<file path="config.mk">
export PLATFORM = sky130hd
export DESIGN_NAME = vx_lru_victim_ctrl
export DESIGN_NICKNAME = d
export VERILOG_FILES = /design/src/rtl/vx_lru_pkg.sv /design/src/rtl/vx_lru_perf_cnt.sv /design/src/rtl/vx_lru_victim_ctrl.sv
export SDC_FILE = /design/constraint.sdc
export NUM_CORES = 1
export LEC_CHECK = 0
export BUFFER_PORTS_ARGS = -buffer_cell sky130_fd_sc_hd__buf_2
export CAP_MARGIN = 10
export CORE_MARGIN = 2
export CORE_UTILIZATION = 47
export CTS_CLUSTER_SIZE = 30
export DETAILED_ROUTE_END_ITERATION = 7
export PLACE_DENSITY = 0.88
export SETUP_SLACK_MARGIN = 0.1
export SLEW_MARGIN = 30
export SYNTH_ARGS = -nofsm -noshare
export SYNTH_HDL_FRONTEND = slang
export SYNTH_HIERARCHICAL = 1
export SYNTH_SLANG_ARGS = --single-unit
</file>
<file path="constraint.sdc">
create_clock -name clk -period 5.3 [get_ports clk]
set_clock_uncertainty 0.1 [all_clocks]
set_input_delay 0 -clock clk [delete_from_list [all_inputs] [get_ports clk]]
set_output_delay 0 -clock clk [all_outputs]
set_load 0.02 [all_outputs]
</file>
<file path="src/rtl/vx_lru_pkg.sv">
// Shared types and constants for the LRU replacement controller.
package vx_lru_pkg;

  localparam int unsigned LineAddrW = 8;
  localparam int unsigned PERF_CNTW = 32;

  typedef enum logic [2:0] {
    StIdle,
    StTouch,
    StEvict,
    StWb,
    StFill
  } lru_state_e;

  typedef struct packed {
    logic                 dirty;
    logic [LineAddrW-1:0] line_addr;
  } lru_entry_t;

endpackage

</file>
<file path="src/rtl/vx_lru_perf_cnt.sv">
// Saturating performance counter with increment enable.
module vx_lru_perf_cnt
  import vx_lru_pkg::*;
(
  input  logic                 clk,
  input  logic                 reset,
  input  logic                 inc,
  output logic [PERF_CNTW-1:0] count
);

  always_ff @(posedge clk or posedge reset) begin
    if (reset) begin
      count <= '0;
    end else if (inc && (count != '1)) begin
      count <= count + PERF_CNTW'(1);
    end
  end

endmodule

</file>
<file path="src/rtl/vx_lru_victim_ctrl.sv">
// Drives LRU queue push/pop/touch from lookup results and hands victims to writeback.
// Define LRU_CTRL_PERF_EN to build the hit/miss/evict counters; otherwise they read 0.
module vx_lru_victim_ctrl
  import vx_lru_pkg::*;
#(
  parameter int unsigned LINE_ADDRW = LineAddrW,
  parameter int unsigned DEPTH      = 4,
  parameter int unsigned ENTRYW     = LINE_ADDRW + 1
) (
  input  logic                  clk,
  input  logic                  reset,
  input  logic                  req_valid,
  output logic                  req_ready,
  input  logic                  req_hit,
  input  logic                  req_dirty,
  input  logic [LINE_ADDRW-1:0] req_line_addr,
  output logic                  q_push,
  output logic                  q_pop,
  output logic [ENTRYW-1:0]     q_data,
  input  logic [ENTRYW-1:0]     q_head,
  input  logic                  q_full,
  input  logic                  q_empty,
  output logic                  evict_valid,
  input  logic                  evict_ready,
  output logic [LINE_ADDRW-1:0] evict_line_addr,
  output logic                  evict_dirty,
  output logic [PERF_CNTW-1:0]  perf_hits,
  output logic [PERF_CNTW-1:0]  perf_misses,
  output logic [PERF_CNTW-1:0]  perf_evicts
);

  if ((DEPTH < 4) || ((DEPTH & (DEPTH - 1)) != 0)) begin : g_depth_invalid
  end

  lru_state_e            state_q;
  logic [LINE_ADDRW-1:0] addr_q;
  logic                  dirty_q;

  // A full miss never coincides with an empty queue, so q_empty needs no decoding.
  logic unused_q_empty;
  assign unused_q_empty = q_empty;

  // All outputs are registered alongside the state so no input reaches an output.
  always_ff @(posedge clk or posedge reset) begin
    if (reset) begin
      state_q         <= StIdle;
      req_ready       <= 1'b1;
      q_push          <= 1'b0;
      q_pop           <= 1'b0;
      q_data          <= '0;
      evict_valid     <= 1'b0;
      evict_line_addr <= '0;
      evict_dirty     <= 1'b0;
      addr_q          <= '0;
      dirty_q         <= 1'b0;
    end else begin
      unique case (state_q)
        StIdle: begin
          if (req_valid) begin
            addr_q    <= req_line_addr;
            dirty_q   <= req_dirty;
            req_ready <= 1'b0;
            if (req_hit) begin
              state_q <= StTouch;
              q_data  <= {1'b0, req_line_addr};
            end else if (!q_full) begin
              state_q <= StFill;
              q_push  <= 1'b1;
              q_data  <= {req_dirty, req_line_addr};
            end else begin
              state_q <= StEvict;
              q_pop   <= 1'b1;
            end
          end
        end
        StTouch: begin
          state_q   <= StIdle;
          q_data    <= '0;
          req_ready <= 1'b1;
        end
        StEvict: begin
          // q_head is still the LRU entry here since the pop lands on this edge.
          state_q         <= StWb;
          q_pop           <= 1'b0;
          evict_valid     <= 1'b1;
          evict_line_addr <= q_head[LINE_ADDRW-1:0];
          evict_dirty     <= q_head[ENTRYW-1];
        end
        StWb: begin
          if (evict_ready) begin
            state_q     <= StFill;
            evict_valid <= 1'b0;
            q_push      <= 1'b1;
            q_data      <= {dirty_q, addr_q};
          end
        end
        StFill: begin
          state_q   <= StIdle;
          q_push    <= 1'b0;
          q_data    <= '0;
          req_ready <= 1'b1;
        end
        default: begin
          state_q <= StIdle;
        end
      endcase
    end
  end

`ifdef LRU_CTRL_PERF_EN
  logic hit_inc, miss_inc, evict_inc;

  assign hit_inc   = (state_q == StIdle) && req_valid && req_hit;
  assign miss_inc  = (state_q == StIdle) && req_valid && !req_hit;
  assign evict_inc = (state_q == StWb) && evict_ready;

  vx_lru_perf_cnt u_hits (
    .clk   (clk),
    .reset (reset),
    .inc   (hit_inc),
    .count (perf_hits)
  );

  vx_lru_perf_cnt u_misses (
    .clk   (clk),
    .reset (reset),
    .inc   (miss_inc),
    .count (perf_misses)
  );

  vx_lru_perf_cnt u_evicts (
    .clk   (clk),
    .reset (reset),
    .inc   (evict_inc),
    .count (perf_evicts)
  );
`else
  assign perf_hits   = '0;
  assign perf_misses = '0;
  assign perf_evicts = '0;
`endif

endmodule

</file>
Word-level counts from Yosys, hierarchy flattened
Index checks and enable logic that the tools add are counted.
Storage, ports and cells
  register bits after elaboration: 34
Operators by class
  equality and inequality tests: 10
  multiplexer cells: 23
  reduce and logical (&&, ||, !) cells: 14
Operators with widths (number)
  $mux W9: 4
  $pmux W9 S3: 1
  $mux W3: 4
  $ne A2 B2 Y1 const B: 5
  $mux W1: 9
  $pmux W3 S3: 1
  $reduce_and A2 Y1: 4
  $reduce_and A4 Y1: 2
  $eq A3 B2 Y1 const B: 2
  $pmux W1 S2: 3
  $reduce_bool A2 Y1: 3
  $reduce_bool A3 Y1: 2
  $reduce_and A5 Y1: 1
  $eq A3 B1 Y1 const B: 1
  $eq A3 B3 Y1 const B: 1
  $logic_not A3 Y1: 1
  $ne A3 B3 Y1 const B: 1
  $pmux W1 S3: 1
  $reduce_or A2 Y1: 1

Logic depth before layout (Yosys ltp)
  depth after elaboration: 4
  mapped depth: 6

Worst setup path before layout
Ideal clock, no wire load.
  path type: register to register
  from: register state_q[1]
  to: register q_data[0]
  setup time: 0.125 ns
  arrival: 1.449 ns
  slack: 3.626 ns
  cell stages (with the launch flop): 5
  cells stage by stage: dfrtp_1 nand2b_4 or3_4 o211ai_4 mux2_2
On the way
  word-level cells in the longest chain between the ends: 4
RTL lines
  from (decl): line vx_lru_victim_ctrl.sv:35  | lru_state_e state_q;
  from (signal assigned): line vx_lru_victim_ctrl.sv:46  | state_q <= StIdle;
  from (signal assigned): line vx_lru_victim_ctrl.sv:64  | state_q <= StTouch;
  from (signal assigned): line vx_lru_victim_ctrl.sv:67  | state_q <= StFill;
  $eq A3 B3 Y1 or $eq A3 B1 Y1 (tied branches): line vx_lru_victim_ctrl.sv:57  | unique case (state_q)
  $reduce_or A2 Y1 (no line)
  $reduce_bool A3 Y1 (no line)
  $reduce_and A4 Y1 (no line)
  to (signal assigned): line vx_lru_victim_ctrl.sv:65  | q_data <= {1'b0, req_line_addr};
  to (signal assigned): line vx_lru_victim_ctrl.sv:69  | q_data <= {req_dirty, req_line_addr};
  to (signal assigned): line vx_lru_victim_ctrl.sv:94  | q_data <= {dirty_q, addr_q};
  to (decl): line vx_lru_victim_ctrl.sv:19  | output logic [ENTRYW-1:0] q_data,
Several ways; a longest one is shown, not always the timed one.
A chain may end at the register's enable or synchronous reset.

Final worst setup path
  from: register state_q[0]
  to: register state_q[2]
On the way
  word-level cells in the longest chain between the ends: 3
RTL lines (line)
  $eq A3 B2 Y1 or $logic_not A3 Y1 (tied branches): vx_lru_victim_ctrl.sv:57
  $ne A2 B2 Y1 (no line)
  $reduce_and A2 Y1 (no line)
Several ways; a longest one is shown, not always the timed one.

==> flow_summary.toml <==
[floorplanning]
dieArea_um2 = 5497
die_w_um = 74.14
fp.coreArea_um2 = 4723
die_height_um = 74.14
ios = 143
rows = 25
start_util_pct = 48.95

[route]
num_vias = 1539
finalWirelength_mm = 3.791
viasPerCell = 4.182
drt-initial-drc-count = 38
wl_per_cell_um = 10.30
drc = 0
dr.pass1.iters = 4
drtAntennaViolNets = 0

[grt]
grt_overflow = 0
first_global_vias = 1318
use_met3_pct = 3.117
antenna_found_initial = 0
track_usage_pct = 13.72
met2_usage_pct = 26.19
grt.busiest_layer = "met2"
gr-usage-met1_pct = 13.58
grt_pass1_wl_mm = 5.733
grt_start_max_net_pins = 35

[placed_design]
dp_hpwl_mm = 2.782
routabilityCongestion = 0.7120
portBuffers = 45

[timing]
max_slew_margin_pct = 45.50
period_needed_ns = 2.387
drv_slew = 0
hold_viol_final = 0
rsz0062_at_grt = "no"
tightest_slew_ns = 0.8176
finalSetupTns_ns = 0
min_period_over_period_pct = 45.03
fmaxAchievable_mhz = 419.0
finalSetupViolations = 0

[outcome]
status = "finished, final reports clean"

[clocking]
cts-buffers-inserted = 5
htreeDepth = 2
cts.sinks = 34
root_buffer = "clkbuf_8"
cts_setup_buffers = 0
clk_latency_ns = 0.28
clk_path_buf_depth = 2
clk_pin_slew_worst_paths_ns = 0.06
cts_tree = "done"

[worst_setup_path]
crit_type = "reg2reg"
required_ns = 5.42
setup.worst_path.end_class = "flip-flop"
critPathArrivalTime_ns = 2.51
startpoint_type = "flip-flop"
worstPathMaxFanout = 26

[power]
intPower_uw = 822.5
switching_power_uw = 545.5
leakage_uw = 0.001299
swShare_pct = 39.88
power_density_nw_per_um2 = 532.0
pwr-share-comb_pct = 47.3
pwr-share-seq_pct = 36.0
clkPwrFrac_pct = 16.7
irDropWorstVdd_mv = 0.3185

[logic_synthesis]
synth_compound_area_share_pct = 8.550
yosysWarnings = 6
synth_seq_cells = 34
yosysSeqAreaShare_pct = 36.85
avgSynthCellArea_um2 = 10.01
syn-cell-area_um2 = 2312
synthMuxAreaShare_pct = 13.15
synth_top_family_by_area = "buffers and inverters"
synthSimpleGateAreaFrac_pct = 8.063
yosys.cell_types.count = 28
yosys.area_share.adder_pct = 0
synth_xor_area_share_pct = 0
netlist_instances = 231

[layout]
num_antenna_cells = 0
nNetsFinal = 325
final_util_pct = 54.44
layout_common_cells = "conb_1, buf_2, dfrtp_1"
layout-drive-gt1-share_pct = 28.57
layout_commonest_cell = "conb_1"
area_delta_synth_final_pct = 11.20

[hold_path]
hold_class = "in2reg"

[run]
maxCapViolCount = 0
## stage by stage
stage | hold WS [ns] | cells | cell area (µm²) | worst slack [ns] | total power (µW)
floorplan | 0.04086 | 326 | 2669 | 3.626 | 1042
global placement | 0.01668 | 336 | 2225 | 2.987 | 1110
detailed placement | 0.01437 | 336 | 2225 | 2.950 | 1136
CTS | 0.03628 | 368 | 2571 | 2.907 | 1386
global route | 0.07837 | 368 | 2571 | 2.773 | 1457
finish | 0.04534 | 368 | 2571 | 2.913 | 1368
## area by class of cell
cell class / instances / area [µm²]
clock buffers: 7 / 76.32
repair buffers: 70 / 473.0
flip-flops and latches: 34 / 852.1
inverters: 2 / 7.507
clock inverters: 1 / 30.03
multi-input cells: 187 / 1049
well taps: 67 / 83.83
fillers: 413 / 2152
## power groups by stage
stage | combinational [µW] | sequential [µW] | clock, µW
2_1_floorplan | 479 | 563 | 0
3_3_place_gp | 622 | 488 | 0
3_5_place_dp | 638 | 498 | 0
4_1_cts | 655 | 493 | 238
5_1_grt | 702 | 511 | 244
6_report | 648 | 492 | 228
## worst max-delay path, stage by stage (launching register included)
cell and delay, ns:
dfrtp_1 0.68, nor3_2 0.77, nand2_1 0.13, o21ai_0 0.10
dlygate4sd3_1 0.55
## per-layer routing
| layer | part of all wire, % | routed length, µm |
|---|---|---|
| met3 | 7.4 | 281 |
| met2 | 56 | 2123 |
| met5 | 0 | 0 |
| met1 | 35 | 1329 |
| met4 | 1.5 | 57 |
## logic make-up after synthesis
family,count (synthesis)
AOI/OAI and AO/OA,29
and+or+nand+nor,35
muxes,27
DFF,34
other,1
buffers and inverters,105
## worst paths after layout
| path | cells after the start | end | start | slack, ns |
|---|---|---|---|---|
| max | 4 | state_q[2] | state_q[0] | 2.91 |
| min | 4 | state_q[0] | req_hit | 0.05 |
| max reg2reg | 4 | state_q[2] | state_q[0] | 2.91 |
| min reg2reg | 1 | evict_valid | evict_valid | 0.37 |
| max in group asynchronous | 4 | req_ready | reset | 4.52 |
| min in group asynchronous | 4 | evict_line_addr[5] | reset | 0.25 |
## cell usage after synthesis
cell	number	area, µm²
a21o_1	1	7.510
a21oi_1	11	55.05
a31o_2	2	17.52
a31oi_1	7	43.79
a32o_1	2	20.02
and2_1	2	12.51
buf_2	5	25.02
buf_4	96	720.7
buf_6	1	11.26
clkbuf_1	1	3.750
conb_1	1	3.750
dfrtp_1	33	825.8
dfstp_2	1	26.28
inv_1	2	7.510
mux2_2	27	304.0
nand2_1	15	56.30
nand2b_1	2	12.51
nand2b_4	1	13.76
nand3b_1	3	22.52
nand4b_1	1	8.760
nor2_1	7	26.28
nor2b_1	2	12.51
nor3_2	1	10.01
o211ai_1	1	7.510
o211ai_4	1	21.27
o21a_1	2	15.01
o21ai_0	2	10.01
or3_4	1	11.26
## state kept, by name (all words and copies together), names as in the netlist
register         flops
q_data               9
addr_q               8
evict_line_addr      8
state_q              3
dirty_q              1
evict_dirty          1
evict_valid          1
q_pop                1
q_push               1
req_ready            1
## what timing repair did
item / in CTS / in global routing
gates resized for setup: 0 / 0
hold endpoints to repair: 56 / 0
hold buffers: 24 / 0
Note: power is estimated with default switching activity, not from simulation.
